### src/rtl/dsp_engine_seq_xfade.sv
// Per-sample sequencer: input gain, pipeline tick/wait, crossfaded pipeline select, output gain.
// Optional PIPE_WATCHDOG_EN: bounds the WAIT state and adds the sticky wdog_trip_o flag.
module dsp_engine_seq_xfade #(
  parameter int unsigned DATA_WIDTH  = 16,
  parameter int unsigned N_PIPELINES = 2,
  parameter int unsigned GAIN_SHIFT  = 5,
  parameter int unsigned XFADE_LEN   = 64,
`ifdef PIPE_WATCHDOG_EN
  parameter int unsigned WDOG_CYCLES = 4096,
`endif
  parameter int unsigned CTR_WIDTH   = 32
) (
  input  logic                              clk_i,
  input  logic                              rst_ni,
  input  logic [DATA_WIDTH-1:0]             in_sample_i,
  input  logic                              sample_ready_i,
  output logic                              ready_o,
  output logic [DATA_WIDTH-1:0]             out_sample_o,
  output logic                              out_valid_o,
  output logic [DATA_WIDTH-1:0]             pipe_in_sample_o,
  output logic                              pipe_tick_o,
  input  logic [N_PIPELINES-1:0]            pipe_ready_i,
  input  logic [N_PIPELINES*DATA_WIDTH-1:0] pipe_out_i,
  input  logic [DATA_WIDTH-1:0]             gain_data_i,
  input  logic                              set_input_gain_i,
  input  logic                              set_output_gain_i,
  input  logic                              swap_req_i,
  input  logic [$clog2(N_PIPELINES)-1:0]    swap_target_i,
  output logic                              swapping_o,
  output logic [$clog2(N_PIPELINES)-1:0]    current_pipeline_o,
  output logic                              overrun_o,
`ifdef PIPE_WATCHDOG_EN
  output logic                              wdog_trip_o,
`endif
  output logic [CTR_WIDTH-1:0]              sample_count_o
);

  localparam int unsigned SEL_W   = $clog2(N_PIPELINES);
  localparam int unsigned XF_BITS = $clog2(XFADE_LEN);
  localparam int unsigned K_W     = XF_BITS + 1;
  localparam int unsigned PROD_W  = 2 * DATA_WIDTH;
  localparam int unsigned MIX_W   = DATA_WIDTH + K_W + 2;
`ifdef PIPE_WATCHDOG_EN
  localparam int unsigned WD_W    = $clog2(WDOG_CYCLES + 1);
`endif

  localparam logic signed [PROD_W-1:0] SAT_MAX = (PROD_W'(1) <<< (DATA_WIDTH - 1)) - PROD_W'(1);
  localparam logic signed [PROD_W-1:0] SAT_MIN = -(PROD_W'(1) <<< (DATA_WIDTH - 1));
  localparam logic [DATA_WIDTH-1:0]    UNITY   = DATA_WIDTH'(1) << GAIN_SHIFT;

  typedef enum logic [2:0] {
    S_IDLE, S_GAIN, S_TICK, S_SETTLE, S_WAIT, S_MIX, S_OUT
  } state_e;

  state_e                 state_q, state_d;
  logic                   ready_q, ready_d;
  logic [DATA_WIDTH-1:0]  sample_q, sample_d;
  logic [DATA_WIDTH-1:0]  pipe_in_q, pipe_in_d;
  logic                   pipe_tick_q, pipe_tick_d;
  logic [DATA_WIDTH-1:0]  out_sample_q, out_sample_d;
  logic                   out_valid_q, out_valid_d;
  logic [CTR_WIDTH-1:0]   count_q, count_d;
  logic                   overrun_q, overrun_d;
  logic [DATA_WIDTH-1:0]  in_gain_q, in_gain_d;
  logic [DATA_WIDTH-1:0]  out_gain_q, out_gain_d;
  logic                   swapping_q, swapping_d;
  logic [SEL_W-1:0]       target_q, target_d;
  logic [SEL_W-1:0]       cur_q, cur_d;
  logic [K_W-1:0]         k_q, k_d;
`ifdef PIPE_WATCHDOG_EN
  logic [WD_W-1:0]        wdog_cnt_q, wdog_cnt_d;
  logic                   wdog_trip_q, wdog_trip_d;
  logic                   wdog_hit_q, wdog_hit_d;
`endif

  logic [DATA_WIDTH-1:0]  lane_c [N_PIPELINES];
  logic [DATA_WIDTH-1:0]  a_c, b_c, m_c;
  logic [K_W-1:0]         weight_a_c;
  logic signed [MIX_W-1:0] mix_sum_c;
  logic                   swap_ok_c;

  // Scaled product with arithmetic shift; full 2*DATA_WIDTH product avoids overflow.
  function automatic logic signed [PROD_W-1:0] gain_mul(input logic [DATA_WIDTH-1:0] x,
                                                         input logic [DATA_WIDTH-1:0] g);
    logic signed [PROD_W-1:0] xe;
    logic signed [PROD_W-1:0] ge;
    xe = PROD_W'($signed(x));
    ge = PROD_W'($signed(g));
    return (xe * ge) >>> GAIN_SHIFT;
  endfunction

  function automatic logic [DATA_WIDTH-1:0] sat(input logic signed [PROD_W-1:0] v);
    if (v > SAT_MAX)      return DATA_WIDTH'(SAT_MAX);
    else if (v < SAT_MIN) return DATA_WIDTH'(SAT_MIN);
    else                  return DATA_WIDTH'(v);
  endfunction

  always_comb begin
    for (int i = 0; i < int'(N_PIPELINES); i++) begin
      lane_c[i] = pipe_out_i[i*DATA_WIDTH +: DATA_WIDTH];
    end
  end

  // Linear crossfade: weights (XFADE_LEN-k) and k always sum to a power of two.
  always_comb begin
    a_c        = lane_c[cur_q];
    b_c        = lane_c[target_q];
    weight_a_c = K_W'(XFADE_LEN) - k_q;
    mix_sum_c  = MIX_W'($signed(a_c)) * MIX_W'($signed({1'b0, weight_a_c}))
               + MIX_W'($signed(b_c)) * MIX_W'($signed({1'b0, k_q}));
    m_c        = swapping_q ? DATA_WIDTH'(mix_sum_c >>> XF_BITS) : a_c;
  end

  assign swap_ok_c = swap_req_i && !swapping_q && (swap_target_i != cur_q)
                  && (int'(swap_target_i) < int'(N_PIPELINES));

  always_ff @(posedge clk_i or negedge rst_ni) begin
    if (!rst_ni) state_q <= S_IDLE;
    else         state_q <= state_d;
  end

  always_comb begin
    state_d      = state_q;
    ready_d      = ready_q;
    sample_d     = sample_q;
    pipe_in_d    = pipe_in_q;
    pipe_tick_d  = 1'b0;
    out_sample_d = out_sample_q;
    out_valid_d  = 1'b0;
    count_d      = count_q;
    overrun_d    = overrun_q;
    in_gain_d    = in_gain_q;
    out_gain_d   = out_gain_q;
    swapping_d   = swapping_q;
    target_d     = target_q;
    cur_d        = cur_q;
    k_d          = k_q;
`ifdef PIPE_WATCHDOG_EN
    wdog_cnt_d   = wdog_cnt_q;
    wdog_trip_d  = wdog_trip_q;
    wdog_hit_d   = wdog_hit_q;
`endif

    if (set_input_gain_i)  in_gain_d  = gain_data_i;
    if (set_output_gain_i) out_gain_d = gain_data_i;
    if (swap_ok_c) begin
      swapping_d = 1'b1;
      target_d   = swap_target_i;
    end
    if (sample_ready_i && (state_q != S_IDLE)) overrun_d = 1'b1;

    unique case (state_q)
      S_IDLE: begin
        if (sample_ready_i) begin
          sample_d = in_sample_i;
          ready_d  = 1'b0;
          count_d  = count_q + CTR_WIDTH'(1);
`ifdef PIPE_WATCHDOG_EN
          wdog_hit_d = 1'b0;
`endif
          state_d  = S_GAIN;
        end
      end
      S_GAIN: begin
        pipe_in_d   = sat(gain_mul(sample_q, in_gain_q));
        pipe_tick_d = 1'b1;
        state_d     = S_TICK;
      end
      S_TICK: state_d = S_SETTLE;
      S_SETTLE: begin
`ifdef PIPE_WATCHDOG_EN
        wdog_cnt_d = '0;
`endif
        state_d = S_WAIT;
      end
      S_WAIT: begin
        if (&pipe_ready_i) begin
          state_d = S_MIX;
`ifdef PIPE_WATCHDOG_EN
        end else if (wdog_cnt_q == WD_W'(WDOG_CYCLES - 1)) begin
          // Timed out: re-emit the held output sample without reapplying gain.
          out_valid_d = 1'b1;
          wdog_trip_d = 1'b1;
          wdog_hit_d  = 1'b1;
          state_d     = S_OUT;
        end else begin
          wdog_cnt_d = wdog_cnt_q + WD_W'(1);
`endif
        end
      end
      S_MIX: begin
        out_sample_d = sat(gain_mul(m_c, out_gain_q));
        out_valid_d  = 1'b1;
        state_d      = S_OUT;
      end
      S_OUT: begin
        ready_d = 1'b1;
        state_d = S_IDLE;
`ifdef PIPE_WATCHDOG_EN
        if (swapping_q && !wdog_hit_q) begin
`else
        if (swapping_q) begin
`endif
          if (k_q == K_W'(XFADE_LEN - 1)) begin
            cur_d      = target_q;
            swapping_d = 1'b0;
            k_d        = '0;
          end else begin
            k_d = k_q + K_W'(1);
          end
        end
      end
      default: state_d = S_IDLE;
    endcase
  end

  always_ff @(posedge clk_i or negedge rst_ni) begin
    if (!rst_ni) begin
      ready_q      <= 1'b1;
      sample_q     <= '0;
      pipe_in_q    <= '0;
      pipe_tick_q  <= 1'b0;
      out_sample_q <= '0;
      out_valid_q  <= 1'b0;
      count_q      <= '0;
      overrun_q    <= 1'b0;
      in_gain_q    <= UNITY;
      out_gain_q   <= UNITY;
      swapping_q   <= 1'b0;
      target_q     <= '0;
      cur_q        <= '0;
      k_q          <= '0;
`ifdef PIPE_WATCHDOG_EN
      wdog_cnt_q   <= '0;
      wdog_trip_q  <= 1'b0;
      wdog_hit_q   <= 1'b0;
`endif
    end else begin
      ready_q      <= ready_d;
      sample_q     <= sample_d;
      pipe_in_q    <= pipe_in_d;
      pipe_tick_q  <= pipe_tick_d;
      out_sample_q <= out_sample_d;
      out_valid_q  <= out_valid_d;
      count_q      <= count_d;
      overrun_q    <= overrun_d;
      in_gain_q    <= in_gain_d;
      out_gain_q   <= out_gain_d;
      swapping_q   <= swapping_d;
      target_q     <= target_d;
      cur_q        <= cur_d;
      k_q          <= k_d;
`ifdef PIPE_WATCHDOG_EN
      wdog_cnt_q   <= wdog_cnt_d;
      wdog_trip_q  <= wdog_trip_d;
      wdog_hit_q   <= wdog_hit_d;
`endif
    end
  end

  assign ready_o            = ready_q;
  assign out_sample_o       = out_sample_q;
  assign out_valid_o        = out_valid_q;
  assign pipe_in_sample_o   = pipe_in_q;
  assign pipe_tick_o        = pipe_tick_q;
  assign swapping_o         = swapping_q;
  assign current_pipeline_o = cur_q;
  assign overrun_o          = overrun_q;
  assign sample_count_o     = count_q;
`ifdef PIPE_WATCHDOG_EN
  assign wdog_trip_o        = wdog_trip_q;
`endif

endmodule
### config.mk
export PLATFORM = sky130hd
export DESIGN_NAME = dsp_engine_seq_xfade
export DESIGN_NICKNAME = d
export VERILOG_FILES = /design/src/rtl/dsp_engine_seq_xfade.sv
export SDC_FILE = /design/constraint.sdc
export NUM_CORES = 2
export LEC_CHECK = 0
export ABC_CLOCK_PERIOD_IN_PS = 13300
export CAP_MARGIN = 20
export CORE_ASPECT_RATIO = 0.75
export CORE_UTILIZATION = 35
export DETAILED_ROUTE_END_ITERATION = 10
export GPL_ROUTABILITY_DRIVEN = 0
export PLACE_DENSITY = 0.6
export SLEW_MARGIN = 20
export SYNTH_ARGS = -nofsm -noshare
export SYNTH_HDL_FRONTEND = slang
export SYNTH_SLANG_ARGS = --single-unit
### constraint.sdc
create_clock -name clk_i -period 13.3 [get_ports clk_i]
set_input_delay 1.995 -clock clk_i [delete_from_list [all_inputs] [get_ports clk_i]]
set_output_delay 1.995 -clock clk_i [all_outputs]
set_load 0.02 [all_outputs]
======== Word level (Yosys, flattened, before mapping) ========
Index checks and enable logic that the tools add are counted.
cells by class
  eq/ne operators ......................... 10
  $lt $le $gt $ge ......................... 6
  bitwise operators ....................... 2
  multipliers ............................. 4
  muxes and demuxes ....................... 23
  add/sub/neg operators ................... 4
  reduce and logical (&&, ||, !) cells .... 13
operators with widths
  kind                                                       number
  two-way mux 16 bit                                         11
  multiplier 16 x 16 -> 32 bit                               2
  > comparator 27 x 16 -> 1 bit (second input constant)      2
  < comparator 27 x 16 -> 1 bit (second input constant)      2
  multiplier 16 x 8 -> 22 bit                                2
  adder 32 x 1 -> 32 bit (second input constant)             1
  adder 22 bit                                               1
  one-hot mux 3 bit (6 select lines)                         1
  AND reduction 2 bit                                        5
  equality test 3 bit (second input constant)                3
  adder 7 x 1 -> 7 bit (second input constant)               1
  equality test 7 x 6 -> 1 bit (second input constant)       1
  two-way mux 1 bit                                          7
  two-way mux 7 bit                                          1
  subtractor 7 bit (first input constant)                    1
  equality test 3 x 2 -> 1 bit (second input constant)       2
  two-way mux 3 bit                                          2
  greater-or-equal comparator 2 bit (second input constant)  2
  != test 2 bit (second input constant)                      2
  inverter 1 -> 2 bit                                        2
  equality test 3 x 1 -> 1 bit (second input constant)       1
  logical AND 1 bit                                          3
  logical NOT 3 bit                                          1
  AND reduction 3 bit                                        1
  other kinds (5)                                            5
storage, ports and cells
  register bits ........................... 129
  output and inout port bits .............. 70

======== Longest topological paths before layout ========
  word-level depth ........................ 11
  gate-level depth with buffers ........... 57

======== Worst setup path after synthesis ========
OpenSTA, ideal clock, no wires.
  path kind ............................... input-to-reg
  start ................................... in pipe_out_i[19]
  end ..................................... reg out_sample_q[10] (netlist: out_sample_o[10])
  buffers on the path ..................... 2
  required time ........................... 13.179 ns
  slack ................................... -1.232 ns
  arrival time ............................ 14.411 ns
  setup time .............................. 0.121 ns
  stages .................................. 46
  path through ............................ mux2i_1 -> nand2b_1 -> fa_1 -> fa_1 -> fa_1 -> inv_1 -> fa_1 -> fa_1 -> fa_1 -> ha_1 -> nand2_1 -> or3_1 -> o21ai_1 -> a21oi_1 -> o21bai_1 -> a21oi_1 -> o21ai_0 -> nand2_1 -> [... 10 more ...] -> fa_1 -> fa_1 -> inv_1 -> fa_1 -> inv_1 -> ha_1 -> and4_1 -> and3_1 -> a221o_1 -> a31oi_2 -> a31oi_2 -> o21a_1 -> o21a_1 -> nor4b_2 -> or4b_4 -> o21ai_4 -> buf_6 -> a21oi_1
between the ends
  longest elaborated chain between the ends .. 10
  elaborated cells between the ends (all ways) .. 15
  those cells by class .................... add/sub: 1; mul: 3; order compare: 2; mux: 9
RTL lines
  item                                                RTL line  source
  from (decl)                                         23        input logic [N_PIPELINES*DATA_WIDTH-1:0] pipe_out_i,
  two-way mux 16 bit (on tied branches) (3 in a row)  106, 107
  multiplier 16 x 8 -> 22 bit (on tied branches)      109, 110
  adder 22 bit                                        110       + MIX_W'($signed(b_c)) * MIX_W'($signed({1'b0, k_q}));
  two-way mux 16 bit (*)                              111       m_c = swapping_q ? DATA_WIDTH'(mix_sum_c >>> XF_BITS) : a_c;
  multiplier 16 x 16 -> 32 bit (*)                    89        return (xe * ge) >>> GAIN_SHIFT;
  < comparator 27 x 16 -> 1 bit                       94        else if (v < SAT_MIN) return DATA_WIDTH'(SAT_MIN);
  two-way mux 16 bit                                  94
  two-way mux 16 bit (*)                              93        if (v > SAT_MAX) return DATA_WIDTH'(SAT_MAX);
  to (signal assigned)                                243       out_sample_q <= out_sample_d;
  to (decl)                                           60        logic [DATA_WIDTH-1:0] out_sample_q, out_sample_d;
Mark *: on every way between the ends. The rest lies on a longest branch, timed or not. The select of a mux whose other input is x is not followed.
A chain may end at the register's enable or synchronous reset.

======== Final worst setup path ========
  start ................................... in pipe_out_i[3]
  end ..................................... reg out_sample_q[12] (netlist: out_sample_o[12])
Same word-level chain as after synthesis.

==> results.json <==
{
  "io_buffers": 142,
  "grt.busiest_layer": "met1",
  "post-place-cells": 5043,
  "postRouteAntennaNets": 0,
  "hold_viol": 0,
  "antenna_found_initial": 1,
  "fin_skew_ns": 0.02409,
  "met3_usage_pct": 2.612,
  "fin_nets": 4892,
  "async_flop_share_pct": 100.0,
  "cp.depth": 51,
  "slew_headroom_pct": 29.35,
  "grt_pass1_vias": 26180,
  "drt_iter0_drc": 1413,
  "timing.reg2reg.setup_slack_ns": 0.12,
  "hp-class": "reg2reg",
  "io_pins": 143,
  "fin_crit_ns": 13.74,
  "cp.arrival_ns": 14.10,
  "initial_core_util_pct": 35.56,
  "critPathMaxFanout": 8,
  "crit_family": "adder cells",
  "avgSynthCellArea_um2": 9.302,
  "endpoint_kind": "register",
  "use_met2_pct": 28.19,
  "layout_common_cells": "810 x inv_1, 704 x fa_1, 407 x nand2_1",
  "placed_cell_area_um2": 37600,
  "htree_levels": 4,
  "drcViolationCount": 19,
  "cpMostUsedCell": "fa_1",
  "wirelength_um": 83560,
  "clk_latency_ns": 0.49,
  "clock_path_buffers": 2,
  "grt_max_degree": 82,
  "period_share_pct": 103.3,
  "final-setup-viol-count": 16,
  "core_um2": 92130,
  "stdcell_area_um2": 38850,
  "drive_gt1_share_pct": 14.24,
  "die_w_um": 355.3,
  "syn_inst": 3522,
  "maxCapViolations": 0,
  "cts_sinks": 129,
  "stdcell_count": 5116,
  "grt.overflow.total": 0,
  "yosys_warnings": 0,
  "cp.required_ns": 13.66,
  "grt_pass1_wl_um": 141800,
  "layout_setup_ws_ns": -0.4412,
  "ys_seq_area_share_pct": 9.865,
  "final_common_cell": "inv_1",
  "max_stage_delay_ns": 0.55,
  "hold_depth": 1,
  "first_pass_iters": 8,
  "path_clk_slew_ns": 0.07,
  "syn_nets": 4537,
  "vias": 24080,
  "cts_root_buf": "clkbuf_16",
  "numCtsBuffers": 17,
  "hpwlAfterDp_um": 70230,
  "syn2layout_area_growth_pct": 18.58,
  "synth_edf_count": 0,
  "synthFlopType": "dfrtp_1",
  "viasPerCell": 4.706,
  "use_met1_pct": 29.49,
  "num_rows": 96,
  "syn-cell-area_um2": 32760,
  "critPathKind": "in2reg",
  "grtUsageTotal_pct": 19.00,
  "critPathLaunchType": "primary input",
  "violations": "design-rule violations, negative setup slack",
  "outcome": "finished, violations left",
  "synth_cell_types": 76,
  "r2r_cells": 53,
  "wl_per_cell_um": 16.33,
  "tightest_slew_ns": 1.060,
  "critPathBufInv": 10,
  "ys_seq_elements": 129,
  "die_h_um": 267.0,
  "cp_slowest_cell": "fa_1",
  "dieArea_um2": 94850,
  "slew_violations": 0,
  "fmax_ghz": 0.07277,
  "rsz0062_at_grt": "true",
  "cts_tree": "done"
}
state kept, by name (all words and copies together) (netlist names):
register and flops:
target_q 1, k_q 7, out_gain_q 16, pipe_in_sample_o 16
pipe_tick_o 1, state_q 3, out_valid_o 1, swapping_o 1
in_gain_q 16, sample_count_o 32, out_sample_o 16, current_pipeline_o 1
sample_q 16, overrun_o 1, ready_o 1
through the flow:
stage | setup slack [ns] | setup TNS, ns | utilization (%) | hold slack [ns]
6_report | -0.4412 | -6.244 | 42.17 | 0.4750
2_1_floorplan | -0.5426 | -7.567 | - | 0.4603
5_1_grt | -0.8761 | -13.09 | 42.17 | 0.5040
3_5_place_dp | -1.572 | -24.70 | 40.81 | 0.4666
3_3_place_gp | -1.476 | -23.27 | 40.81 | 0.4630
4_1_cts | -0.4483 | -6.732 | 42.00 | 0.4814
routing by layer:
layer  wire [um]  up-vias
met5           0        -
met4         719        0
met3        4925       39
met2       35560      602
met1       42360    12290
li1            -    11140
timing repair:
item,4_1_cts,5_1_grt
cloned,1,1
hold buffers,0,0
endpoints found under the setup margin,16,16
endpoints found under the hold margin,0,0
pin swaps,76,14
buffers inserted,34,5
resized for setup,120,36
synthesized netlist by cell type (21+ instances only):
library cell / number / share of area (%)
a21o_1: 23 / 0.53
a21oi_1: 75 / 1.1
and2_1: 240 / 4.6
clkbuf_1: 103 / 1.2
dfrtp_1: 126 / 9.6
fa_1: 711 / 43
ha_1: 231 / 8.8
inv_1: 819 / 9.4
mux2_2: 69 / 2.4
mux2i_1: 31 / 0.95
nand2_1: 411 / 4.7
nand2b_1: 56 / 1.1
nand3_1: 21 / 0.32
nor2_1: 194 / 2.2
nor2b_1: 50 / 0.95
nor3_1: 24 / 0.37
o21ai_0: 32 / 0.49
xnor2_1: 106 / 2.8
xor2_1: 36 / 0.96
cells by family (layout without fill, tap and decap cells):
kind of cell / after synthesis / in the layout / synth area share [%]
AND/OR/NAND/NOR: 1054 / 1054 / 15.51
buffers and inverters: 944 / 1312 / 10.88
adder cells (fa/ha/maj): 942 / 942 / 52.27
AO/OA/AOI/OAI: 211 / 211 / 4.362
XOR/XNOR: 142 / 142 / 3.796
flip-flops: 129 / 129 / 9.865
multiplexers: 100 / 100 / 3.319
other: 0 / 1 / 0
final cells by class:
class	instances	area [um^2]
clock inverter	13	150.1
inverter	822	3085
fill	9064	53280
multi-input combinational	2449	26520
tap	1225	1533
antenna	1	2.502
sequential	129	3233
clock buffer	19	442.9
timing repair buffer	458	3879
worst reg2reg max path, delay by kind of cell (launching register included):
kind | cells | cell delay (ns)
adders and majority gates | 14 | 6.32
AOI/OAI and AO/OA | 17 | 2.79
and+or+nand+nor | 9 | 1.99
buffers and inverters | 11 | 1.15
DFF | 1 | 0.42
xor gates and xnor gates | 2 | 0.37
final timing paths:
kind	end	start
worst max register to register	out_sample_o[12]	k_q[2]
worst min register to register	sample_count_o[31]	sample_count_o[31]
worst min-delay path	sample_count_o[31]	sample_count_o[31]
max in group asynchronous	in_gain_q[2]	rst_ni
worst max-delay path	out_sample_o[12]	pipe_out_i[3]
min in group asynchronous	swapping_o	rst_ni
Power is not shown: default switching activity piles up to over one toggle a cycle in this logic, so the estimate is an artifact.
